===== config.mk =====
export PLATFORM = sky130hd
export DESIGN_NAME = mio_bus_flat
export DESIGN_NICKNAME = d
export VERILOG_FILES = /design/src/rtl/mio_bus_if.sv /design/src/rtl/mio_bus.sv /design/src/flat_wrapper.sv
export SDC_FILE = /design/constraint.sdc
export NUM_CORES = 1
export LEC_CHECK = 0
export CAP_MARGIN = 5
export CELL_PAD_IN_SITES_DETAIL_PLACEMENT = 1
export CELL_PAD_IN_SITES_GLOBAL_PLACEMENT = 2
export CORE_MARGIN = 4
export CORE_UTILIZATION = 27
export CTS_BUF_LIST = sky130_fd_sc_hd__clkbuf_16
export DETAILED_ROUTE_END_ITERATION = 6
export PLACE_DENSITY = 0.82
export SLEW_MARGIN = 20
export SYNTH_ARGS = -nofsm -noshare
export SYNTH_HDL_FRONTEND = slang
export SYNTH_SLANG_ARGS = --single-unit

===== constraint.sdc =====
create_clock -name clk -period 3.2 [get_ports clk]
set_input_delay 0.32 -clock clk [delete_from_list [all_inputs] [get_ports clk]]
set_output_delay 0.32 -clock clk [all_outputs]
set_load 0.01 [all_outputs]

===== src/rtl/mio_bus_if.sv =====
// mio_bus_if: data-port bus between the single-cycle RISC-V core and its
// data-side bridge.
//   cpu_addr   byte address from the core (ALU result)
//   cpu_wdata  store data from the core
//   cpu_we     store strobe from the core (MemWrite)
//   cpu_rdata  combinational load data back to the core
// master = core side, slave = bridge side.
interface mio_bus_if;
  logic [31:0] cpu_addr;
  logic [31:0] cpu_wdata;
  logic        cpu_we;
  logic [31:0] cpu_rdata;

  modport master (output cpu_addr, output cpu_wdata, output cpu_we, input cpu_rdata);
  modport slave  (input cpu_addr, input cpu_wdata, input cpu_we, output cpu_rdata);
endinterface


===== src/rtl/mio_bus.sv =====
// mio_bus: data-side bridge behind the single-cycle RISC-V core.
// It decodes the core's data address and steers each access to one of three
// targets:
//   - the data RAM at 0x0000_0000, which is external and read combinationally
//   - the LED/switch GPIO register at 0xF000_0000
//   - a prescaled down-counter timer with TLOAD at 0xF000_0004 and TCTRL at
//     0xF000_0008
// Load data goes back in the same cycle. The level interrupt irq is
// pend & ie.
// An unmapped or misaligned access reads 0, and a write to it is ignored.
//
// Ports:
//   clk        system clock, rising edge
//   rst        synchronous active-high reset
//   cpu        mio_bus_if.slave (cpu_addr, cpu_wdata, cpu_we in; cpu_rdata out)
//   ram_addr   RAM word address = cpu_addr[RAM_AW+1:2]
//   ram_wdata  RAM write data = cpu_wdata
//   ram_we     RAM write enable (store that hits the RAM window)
//   ram_rdata  RAM combinational read data
//   sw_in      asynchronous board switches, 2-flop synchronized
//   led_out    LED register
//   irq        timer interrupt, level
//
// TCTRL layout: [0]=en, [1]=auto, [2]=ie (r/w); [31]=pend (read, write 1 clears).
// Writing en=1 starts a fresh load from IDLE or DONE. While the timer is
// already loading or running, writing en=1 only updates auto/ie and the
// countdown continues. Writing en=0 stops the timer from any state.
module mio_bus #(
  parameter int RAM_AW   = 10,
  parameter int PRESCALE = 16,
  parameter int LED_W    = 16,
  parameter int SW_W     = 16
) (
  input  logic              clk,
  input  logic              rst,
  mio_bus_if.slave          cpu,
  output logic [RAM_AW-1:0] ram_addr,
  output logic [31:0]       ram_wdata,
  output logic              ram_we,
  input  logic [31:0]       ram_rdata,
  input  logic [SW_W-1:0]   sw_in,
  output logic [LED_W-1:0]  led_out,
  output logic              irq
);

  localparam logic [31:0] RAM_LIMIT  = 32'd4 << RAM_AW;
  localparam logic [31:0] GPIO_ADDR  = 32'hF000_0000;
  localparam logic [31:0] TLOAD_ADDR = 32'hF000_0004;
  localparam logic [31:0] TCTRL_ADDR = 32'hF000_0008;

  localparam int PC_W = (PRESCALE > 1) ? $clog2(PRESCALE) : 1;
  localparam logic [PC_W-1:0] PC_LAST = PC_W'(PRESCALE - 1);

  typedef enum logic [1:0] {IDLE, LOAD, RUN, DONE} state_t;

  state_t          state, state_next;
  logic [31:0]     count;
  logic [31:0]     reload;
  logic [PC_W-1:0] pc;
  logic            en, auto_en, ie, pend;
  logic [SW_W-1:0] sw_meta, sw_sync;

  // Address decode. The exact-match register addresses are implicitly aligned.
  logic aligned, hit_ram, hit_gpio, hit_tload, hit_tctrl;
  logic wr_gpio, wr_tload, wr_tctrl;

  assign aligned   = (cpu.cpu_addr[1:0] == 2'b00);
  assign hit_ram   = aligned && (cpu.cpu_addr < RAM_LIMIT);
  assign hit_gpio  = (cpu.cpu_addr == GPIO_ADDR);
  assign hit_tload = (cpu.cpu_addr == TLOAD_ADDR);
  assign hit_tctrl = (cpu.cpu_addr == TCTRL_ADDR);

  assign wr_gpio  = cpu.cpu_we && hit_gpio;
  assign wr_tload = cpu.cpu_we && hit_tload;
  assign wr_tctrl = cpu.cpu_we && hit_tctrl;

  assign ram_addr  = cpu.cpu_addr[RAM_AW+1:2];
  assign ram_wdata = cpu.cpu_wdata;
  assign ram_we    = cpu.cpu_we && hit_ram;

  // Load data mux, zero added latency.
  always_comb begin
    // NOTE: every always_comb output gets a default first; a path that skips
    // an assignment would otherwise infer a latch.
    cpu.cpu_rdata = '0;
    if (hit_ram)
      cpu.cpu_rdata = ram_rdata;
    else if (hit_gpio)
      cpu.cpu_rdata = {16'(led_out), 16'(sw_sync)};
    else if (hit_tload)
      cpu.cpu_rdata = count;
    else if (hit_tctrl)
      cpu.cpu_rdata = {pend, 28'd0, ie, auto_en, en};
  end

  // Timer events. A count already at 0 (zero reload) expires on its first
  // tick without wrapping.
  logic tick, expire;
  assign tick   = (state == RUN) && (pc == PC_LAST);
  assign expire = tick && (count <= 32'd1);

  always_comb begin
    state_next = state;
    unique case (state)
      IDLE: if (wr_tctrl && cpu.cpu_wdata[0]) state_next = LOAD;
      LOAD: state_next = RUN;
      RUN:  if (expire) state_next = auto_en ? LOAD : DONE;
      DONE: if (wr_tctrl && cpu.cpu_wdata[0]) state_next = LOAD;
      default: state_next = IDLE;
    endcase
    // Disabling wins over whatever the current state wanted to do.
    if (wr_tctrl && !cpu.cpu_wdata[0]) state_next = IDLE;
  end

  always_ff @(posedge clk) begin
    // NOTE: sequential state uses non-blocking assignments so that every
    // flop samples pre-edge values regardless of statement order.
    if (rst) state <= IDLE;
    else     state <= state_next;
  end

  always_ff @(posedge clk) begin
    if (rst) begin
      led_out <= '0;
      sw_meta <= '0;
      sw_sync <= '0;
      reload  <= '0;
      count   <= '0;
      pc      <= '0;
      en      <= 1'b0;
      auto_en <= 1'b0;
      ie      <= 1'b0;
      pend    <= 1'b0;
    end else begin
      sw_meta <= sw_in;
      sw_sync <= sw_meta;

      if (wr_gpio)  led_out <= cpu.cpu_wdata[LED_W-1:0];
      if (wr_tload) reload  <= cpu.cpu_wdata;
      if (wr_tctrl) begin
        en      <= cpu.cpu_wdata[0];
        auto_en <= cpu.cpu_wdata[1];
        ie      <= cpu.cpu_wdata[2];
      end

      // Expiry has priority over a same-cycle write-1-to-clear.
      if (expire)
        pend <= 1'b1;
      else if (wr_tctrl && cpu.cpu_wdata[31])
        pend <= 1'b0;

      unique case (state)
        LOAD: begin
          count <= reload;
          pc    <= '0;
        end
        RUN: begin
          if (tick) begin
            pc <= '0;
            if (count != 32'd0) count <= count - 32'd1;
          end else begin
            pc <= pc + PC_W'(1);
          end
        end
        default: pc <= '0;
      endcase
    end
  end

  assign irq = pend && ie;

endmodule


===== src/flat_wrapper.sv =====
// flat-port wrapper written by rule: the top's interface ports become plain ports
module mio_bus_flat 
#(
  parameter int RAM_AW   = 10,
  parameter int PRESCALE = 16,
  parameter int LED_W    = 16,
  parameter int SW_W     = 16
)
  (clk, rst, ram_addr, ram_wdata, ram_we, ram_rdata, sw_in, led_out, irq, cpu_cpu_addr, cpu_cpu_wdata, cpu_cpu_we, cpu_cpu_rdata);
  mio_bus_if cpu_i ();
  input  logic clk;
  input  logic rst;
  output logic [RAM_AW-1:0] ram_addr;
  output logic [31:0] ram_wdata;
  output logic ram_we;
  input  logic [31:0] ram_rdata;
  input  logic [SW_W-1:0] sw_in;
  output logic [LED_W-1:0] led_out;
  output logic irq;
  input wire logic [$bits(cpu_i.cpu_addr)-1:0] cpu_cpu_addr;
  input wire logic [$bits(cpu_i.cpu_wdata)-1:0] cpu_cpu_wdata;
  input wire logic [$bits(cpu_i.cpu_we)-1:0] cpu_cpu_we;
  output wire logic [$bits(cpu_i.cpu_rdata)-1:0] cpu_cpu_rdata;
  assign cpu_i.cpu_addr = cpu_cpu_addr;
  assign cpu_i.cpu_wdata = cpu_cpu_wdata;
  assign cpu_i.cpu_we = cpu_cpu_we;
  assign cpu_cpu_rdata = cpu_i.cpu_rdata;
  mio_bus #(.RAM_AW(RAM_AW), .PRESCALE(PRESCALE), .LED_W(LED_W), .SW_W(SW_W)) u_core (.clk(clk), .rst(rst), .cpu(cpu_i), .ram_addr(ram_addr), .ram_wdata(ram_wdata), .ram_we(ram_we), .ram_rdata(ram_rdata), .sw_in(sw_in), .led_out(led_out), .irq(irq));
endmodule

# Word-level counts from Yosys, hierarchy flattened
# Cells that the tools add are included.
# classes
addsub	2
multipliers	0
eq_ne	11
magnitude_cmp	2
div	0
bitwise	1
mux	13
n_reduce_logical	22
n_shift	0
# op_table
op	count
32-bit two-way mux	6
32-bit equality test, second input constant	3
32-bit case mux with 2 select lines	1
32-bit by 1-bit less-or-equal comparator with 1-bit output, second input constant	1
32-bit by 13-bit < comparator with 1-bit output, second input constant	1
32-bit nonzero test	1
32-bit by 1-bit subtractor with 32-bit output, second input constant	1
1-bit logical AND	11
2-bit two-way mux	3
2-bit by 1-bit inequality test with 1-bit output, second input constant	3
2-bit case mux with 3 select lines	1
4-bit by 1-bit adder with 4-bit output, second input constant	1
2-bit equality test, second input constant	2
4-bit equality test, second input constant	1
2-bit zero test	2
2-bit nonzero test	2
2-bit OR reduction	2
3-bit AND reduction	1
3-bit OR reduction	1
2-bit by 1-bit equality test with 1-bit output, second input constant	1
1-bit two-way mux	2
2-bit inequality test, second input constant	1
2-bit AND reduction	1
1-bit zero test	1
1-bit inverter	1
# word_totals
ff_bits	122
mem_count	0
mem_bits_ro	0
mem_bits_rw	0
latch_bits	0

# Longest topological paths before layout
# Gate-level depths: netlist of run 1.
# logic_depth
depth_word	5
depth_mapped	10
ltp_nobuf	7

# Least setup slack after synthesis of run 1
# No wires, ideal clock.
# synth_path
path_type	input to output
from	in cpu_cpu_addr[13]
to	out cpu_cpu_rdata[11]
path_slack_ps	773
stages	7
t_arrival_ps	2107
path_buffers	3
path_cell_list	or4_1 > clkbuf_1 > or4_1 > buf_4 > nor2_8 > buf_4 > a21o_1
# synth_via
elab_chain_len	4
elab_cells_between_ends	7
# synth_lines
element	line	rtl
start: declaration	flat_wrapper.sv:20	input wire logic [$bits(cpu_i.cpu_addr)-1:0] cpu_cpu_addr;
branches (longest 3 deep; another with 32-bit by 13-bit < comparator with 1-bit output)	-	
32-bit two-way mux (*)	mio_bus.sv:86	if (hit_ram)
end: declaration	flat_wrapper.sv:23	output wire logic [$bits(cpu_i.cpu_rdata)-1:0] cpu_cpu_rdata;
# Every way passes the cells marked *.

# Final worst setup path of run 1
# layout_path
from	in cpu_cpu_addr[18]
to	out cpu_cpu_rdata[18]
# Same word-level chain as after synthesis.

==> results of run 1 <==
==> cell usage after synthesis (all sizes together), types with 3 or more instances <==
cell / instances
nor4: 15
nor4b: 3
nor2b: 41
a31oi: 14
ha: 7
mux2i: 5
nand2b: 5
nor2: 27
o21ai: 13
inv: 16
nand4b: 18
a22o: 28
nand4: 13
or4: 8
o31a: 3
nand2: 90
buf: 59
nand3: 15
or3: 4
mux2: 5
o211ai: 5
o41ai: 4
o31ai: 30
a221oi: 7
nor3: 20
and4: 6
a211oi: 11
a21o: 28
a21oi: 77
and3: 3
dfxtp: 122
o32ai: 8
and4b: 3
o311ai: 4
clkbuf: 47
==> sequential cells by signal, summed over array words and instances, names as in the netlist <==
| register | count |
|---|---|
| u_core.auto_en | 1 |
| u_core.pc | 4 |
| u_core.state | 2 |
| u_core.sw_sync | 16 |
| u_core.led_out | 16 |
| u_core.ie | 1 |
| u_core.reload | 32 |
| u_core.sw_meta | 16 |
| u_core.en | 1 |
| u_core.pend | 1 |
| u_core.count | 32 |
==> kinds of logic after synthesis <==
family	count (synthesis)	share of synthesized area, %
simple gates	277	24.0
compound gates	245	25.8
buf+inv	123	9.87
flops	122	37.1
mux	10	1.61
fa+ha+maj	7	1.33
xor+xnor	2	0.266
==> layout make-up <==
class / instances / area (um2) / area share [%]
sequential: 122 / 2440 / 25.4
multi-input combinational: 541 / 3580 / 37.2
tap: 319 / 399 / 4.15
inverter: 17 / 63.8 / 0.663
clock inverter: 15 / 200 / 2.08
timing repair buffer: 246 / 2510 / 26.1
clock buffer: 17 / 425 / 4.42
==> metrics by stage <==
step	instances	hold WS (ns)	setup WS [ns]
final	1277	0.336	-0.0254
after global routing	1277	0.362	-0.152
after floorplan	786	0.414	0.773
after CTS	1270	0.335	-0.0249
after global placement	1238	0.416	-0.0475
after detailed placement	1238	0.429	-0.0989
==> per-layer routing <==
layer / global-route usage [%] / share of wire [%] / up-vias
met1: 25.5 / 44 / 3311
met3: 3.56 / 4.2 / 31
met5: 0 / 0 / -
met4: 4.77 / 1.3 / 0
met2: 33.4 / 50 / 186
li1: - / - / 3195
==> worst paths after layout <==
check	startpoint	to	slack, ns
hold / removal	rst	u_core.sw_meta[3]	0.34
setup reg to reg	u_core.count[0]	u_core.count[26]	0.61
setup / recovery	cpu_cpu_addr[18]	cpu_cpu_rdata[18]	-0.03
hold reg to reg	u_core.sw_meta[12]	u_core.sw_sync[12]	0.44
==> where the power goes <==
| part | internal [uW] | switching (uW) | total (uW) |
|---|---|---|---|
| registers | 1540 | 5.17 | 1540 |
| logic | 192 | 127 | 319 |
| clock network | 1300 | 742 | 2040 |
| total | 3030 | 874 | 3900 |
==> repair_timing <==
item                                    4_1_cts  5_1_grt
buffers inserted                              0        6
cloned                                        0        1
endpoints found under the setup margin       32       27
hold endpoints to repair                      0        0
pin swaps                                     1        2
gates resized for setup                      10       35
==> results.sh, run 1 <==
export IMPL_cts_root_buf="clkbuf_16"
export IMPL_setup_tns_ns=-0.0430
export IMPL_finalHoldViolCount=0
export IMPL_postCtsHoldBufs=0
export IMPL_min_period_ns=3.23
export IMPL_final_util_pct=40.5
export IMPL_r2r_cells=7
export IMPL_start_util_pct=27.7
export IMPL_placed_area_um2=8800
export IMPL_peakVddDrop_uv=279
export IMPL_relSlewSlack_pct=36.7
export IMPL_setup_viol=2
export IMPL_drc_errors=0
export IMPL_top_level_ports=207
export IMPL_cts_tree="done"
export IMPL_clkTransAtPathRegs_ns=0.06
export IMPL_critical_path_slowest_cell="clkdlybuf4s50_1"
export IMPL_syn_area_per_cell_um2=8.39
export IMPL_synth_net_count=908
export IMPL_routed_via_density=5.26
export IMPL_hpwlAfterDp_um=19400
export IMPL_synth_flop_cell="dfxtp_1"
export IMPL_ys_async_sr_fraction_pct=0
export IMPL_antenna_found_initial=1
export IMPL_ant_nets=0
export IMPL_grt_ovfl_total=0
export IMPL_fin_nets=1067
export IMPL_crit_chain="clkdlybuf4s50_1, nor4_4, nand4_1, buf_6, nor4b_4, buf_4, clkbuf_16, buf_4, buf_4, a22o_1, a21o_1, dlygate4sd2_1"
export IMPL_setup_slack_ns=-0.0254
export IMPL_cp_top_family="buffers and inverters"
export IMPL_rows=56
export IMPL_violations="setup timing"
export IMPL_mostFrequentLayoutCells="clkdlybuf4s50_1, dfxtp_1, nand2_1, a21oi_1, nor2b_1"
export IMPL_gp_congestion=0.846
export IMPL_total_power_uw=3900
export IMPL_drtPass1Iterations=5
export IMPL_synth_seq_area_share_pct=37.1
export IMPL_synth_top_cell_area_share_pct=37.1
export IMPL_synth_edf_count=0
export IMPL_numCtsBuffers=17
export IMPL_num_vias=6723
export IMPL_maxCapViolations=0
export IMPL_power_per_cell_area_nw_per_um2=406
export IMPL_worst_pin_slew_ns=0.946
export IMPL_worst_path_largest_cell_delay_ns=0.50
export IMPL_crit_arrival_ns=2.91
export IMPL_design_area_um2=9620
export IMPL_critPathKind="input pin to primary output"
export IMPL_n_antenna_cell=0
export IMPL_grt_max_degree=51
export IMPL_hold_depth=2
export IMPL_hold_class="input pin to register"
export IMPL_clk_latency_ns=0.43
export IMPL_cts_sinks=122
export IMPL_p_leak_uw=0.00412
export IMPL_wl_um=26600
export IMPL_layout_commonest_cell="clkdlybuf4s50_1"
export IMPL_drtIter0Drc=393
export IMPL_drive_gt1_share_pct=10.9
export IMPL_fmax_mhz=310
export IMPL_cp_end_kind="primary output"
export IMPL_wire_per_inst_um=20.9
export IMPL_die_h_um=164
export IMPL_grt_pass1_vias=6744
export IMPL_fin_crit_sh_pct=101
export IMPL_crit_fanout=8
export IMPL_synth_seq_cells=122
export IMPL_ys_top_cells_by_area="dfxtp_1, a21oi_1, buf_4, nand2_1, nor2b_1"
export IMPL_start_kind="input pin"
export IMPL_netlist_instances=786
export IMPL_crit_top_cell="buf_4"
export IMPL_die_area_um2=27000
export IMPL_synthesis_area_um2=6590
export IMPL_critPathBufInv=7
export IMPL_ys_types=64
export IMPL_yosysWarnings=0
export IMPL_skew_ns=0.0104
export IMPL_drv_slew=0
export IMPL_core_um2=23800
export IMPL_grt_pass1_wl_um=40600
export IMPL_die_w_um=164
export IMPL_grt_usage_pct=19.5
export IMPL_syn_to_final_growth_pct=45.9
export IMPL_cp_depth=12
export IMPL_htreeDepth=4
export IMPL_synth_top_cell_by_area="dfxtp_1"
export IMPL_required_ns=2.88
export IMPL_cts_buffer_depth=2
export IMPL_outcome="finished, violations left"
export IMPL_num_fill_cells=2742
export IMPL_port_buffers=206
(Power assumes the default switching activity.)
==> inputs of run 2 (changes only) <==
--- a/config.mk
+++ b/config.mk
@@ -8,11 +8,13 @@
 export CAP_MARGIN = 5
 export CELL_PAD_IN_SITES_DETAIL_PLACEMENT = 1
 export CELL_PAD_IN_SITES_GLOBAL_PLACEMENT = 2
+export CORE_ASPECT_RATIO = 0.7
 export CORE_MARGIN = 4
 export CORE_UTILIZATION = 27
 export CTS_BUF_LIST = sky130_fd_sc_hd__clkbuf_16
 export DETAILED_ROUTE_END_ITERATION = 6
 export PLACE_DENSITY = 0.82
+export SKIP_CTS_REPAIR_TIMING = 1
 export SLEW_MARGIN = 20
 export SYNTH_ARGS = -nofsm -noshare
 export SYNTH_HDL_FRONTEND = slang
==> results.sh, run 2 (synthesis gave the netlist of run 1 again) <==
export IMPL_crit_arrival_ns=2.81
export IMPL_min_period_ns=3.13
export IMPL_n_antenna_cell=0
export IMPL_power_per_cell_area_nw_per_um2=384
export IMPL_fmax_mhz=319
export IMPL_cts_buffer_depth=2
export IMPL_wl_um=26200
export IMPL_num_fill_cells=2756
export IMPL_finalHoldViolCount=0
export IMPL_worst_path_largest_cell_delay_ns=0.57
export IMPL_mostFrequentLayoutCells="clkdlybuf4s50_1, dfxtp_1, nand2_1, a21oi_1, buf_4"
export IMPL_die_area_um2=27000
export IMPL_wire_per_inst_um=20.4
export IMPL_antenna_found_initial=0
export IMPL_outcome="finished clean"
export IMPL_htreeDepth=4
export IMPL_fin_nets=1075
export IMPL_skew_ns=0.0119
export IMPL_port_buffers=206
export IMPL_routed_via_density=5.25
export IMPL_grt_pass1_vias=6816
export IMPL_crit_chain="clkdlybuf4s50_1, or4_4, or4_4, nor2_8, buf_12, a21o_1, clkdlybuf4s50_1"
export IMPL_crit_fanout=23
export IMPL_rsz0062_at_grt="no"
export IMPL_die_h_um=139
export IMPL_start_util_pct=27.7
export IMPL_drv_slew=0
export IMPL_drtIter0Drc=395
export IMPL_critical_path_slowest_cell="or4_4"
export IMPL_grt_max_degree=47
export IMPL_total_power_uw=3670
export IMPL_top_level_ports=207
export IMPL_relSlewSlack_pct=26.4
export IMPL_drive_gt1_share_pct=11.6
export IMPL_maxCapViolations=0
export IMPL_grt_pass1_wl_um=40500
export IMPL_clkTransAtPathRegs_ns=0.06
export IMPL_ff_latch_area_um2=2440
export IMPL_setup_viol=0
export IMPL_hpwlAfterDp_um=19400
export IMPL_drtPass1Iterations=5
export IMPL_peakVddDrop_uv=341
export IMPL_ant_nets=0
export IMPL_cts_tree="done"
export IMPL_multi_input_area_um2=3560
export IMPL_clk_latency_ns=0.42
export IMPL_cp_top_family="simple AND/OR/NAND/NOR gates"
export IMPL_critPathBufInv=3
export IMPL_hold_class="input pin to register"
export IMPL_critPathKind="input pin to primary output"
export IMPL_syn_to_final_growth_pct=45.2
export IMPL_gp_congestion=0.827
export IMPL_numCtsBuffers=17
export IMPL_grt_ovfl_total=0
export IMPL_final_util_pct=40.2
export IMPL_required_ns=2.88
export IMPL_num_vias=6741
export IMPL_cts_sinks=122
export IMPL_layout_commonest_cell="clkdlybuf4s50_1"
export IMPL_die_w_um=195
export IMPL_p_leak_uw=0.00409
export IMPL_top_regs="u_core.count x32, u_core.reload x32"
export IMPL_grt_usage_pct=18.7
export IMPL_worst_pin_slew_ns=1.10
export IMPL_core_um2=23800
export IMPL_rows=47
export IMPL_cp_end_kind="primary output"
export IMPL_drc_errors=0
export IMPL_fin_crit_sh_pct=97.9
export IMPL_cts_root_buf="clkbuf_16"
export IMPL_start_kind="input pin"
-- run 2: worst paths after layout --
| path | from | to | slack [ns] | cells after the start |
|---|---|---|---|---|
| max | cpu_cpu_addr[13] | cpu_cpu_rdata[16] | 0.07 | 7 |
| min | rst | u_core.led_out[11] | 0.32 | 2 |
| max reg2reg | u_core.state[0] | u_core.count[0] | 0.27 | 7 |
| min reg2reg | u_core.sw_meta[0] | u_core.sw_sync[0] | 0.43 | 1 |
-- run 2: power breakdown --
part	internal, uW	leakage [uW]	switching [uW]	total, uW
Combinational	193	0.00284	121	314
Clock	1060	0.000259	752	1820
Sequential	1540	0.000989	5.29	1540
Total	2790	0.00409	879	3670
-- run 2: per-stage QoR --
stage	instance area, um2	setup TNS (ns)	std cells	hold WS [ns]	setup WS [ns]
finish	9570	0	1284	0.316	0.0677
global route	9570	0	1284	0.330	0.0115
CTS	9460	-1.74	1283	0.303	-0.0920
detailed placement	8900	-1.42	1251	0.425	-0.0787
global placement	8900	-1.20	1251	0.418	-0.0772
floorplan	6590	0	786	0.414	0.773
-- run 2: worst register-to-register path, stage by stage, from the launching register on --
cell and delay, ns:
dfxtp_1 0.38, inv_1 0.06, ha_1 0.45, and4_1 0.36
nor2_1 0.86, nor2_1 0.19, buf_4 0.26, a221oi_1 0.28
-- run 2: cell type report --
type / instances / share of cell area (%)
Clock inverter: 15 / 1.32
Tap cell: 318 / 4.16
Inverter: 17 / 0.667
Multi-Input combinational cell: 541 / 37.3
Sequential cell: 122 / 25.5
Timing Repair Buffer: 254 / 26.6
Clock buffer: 17 / 4.45
-- run 2: routing by layer --
layer,vias to the layer above,share of wire (%),global-route usage (%)
met3,14,6.2,3.64
met1,3294,51,27.7
met4,0,0.83,3.34
li1,3202,-,-
met2,231,42,28.5
met5,-,0,0
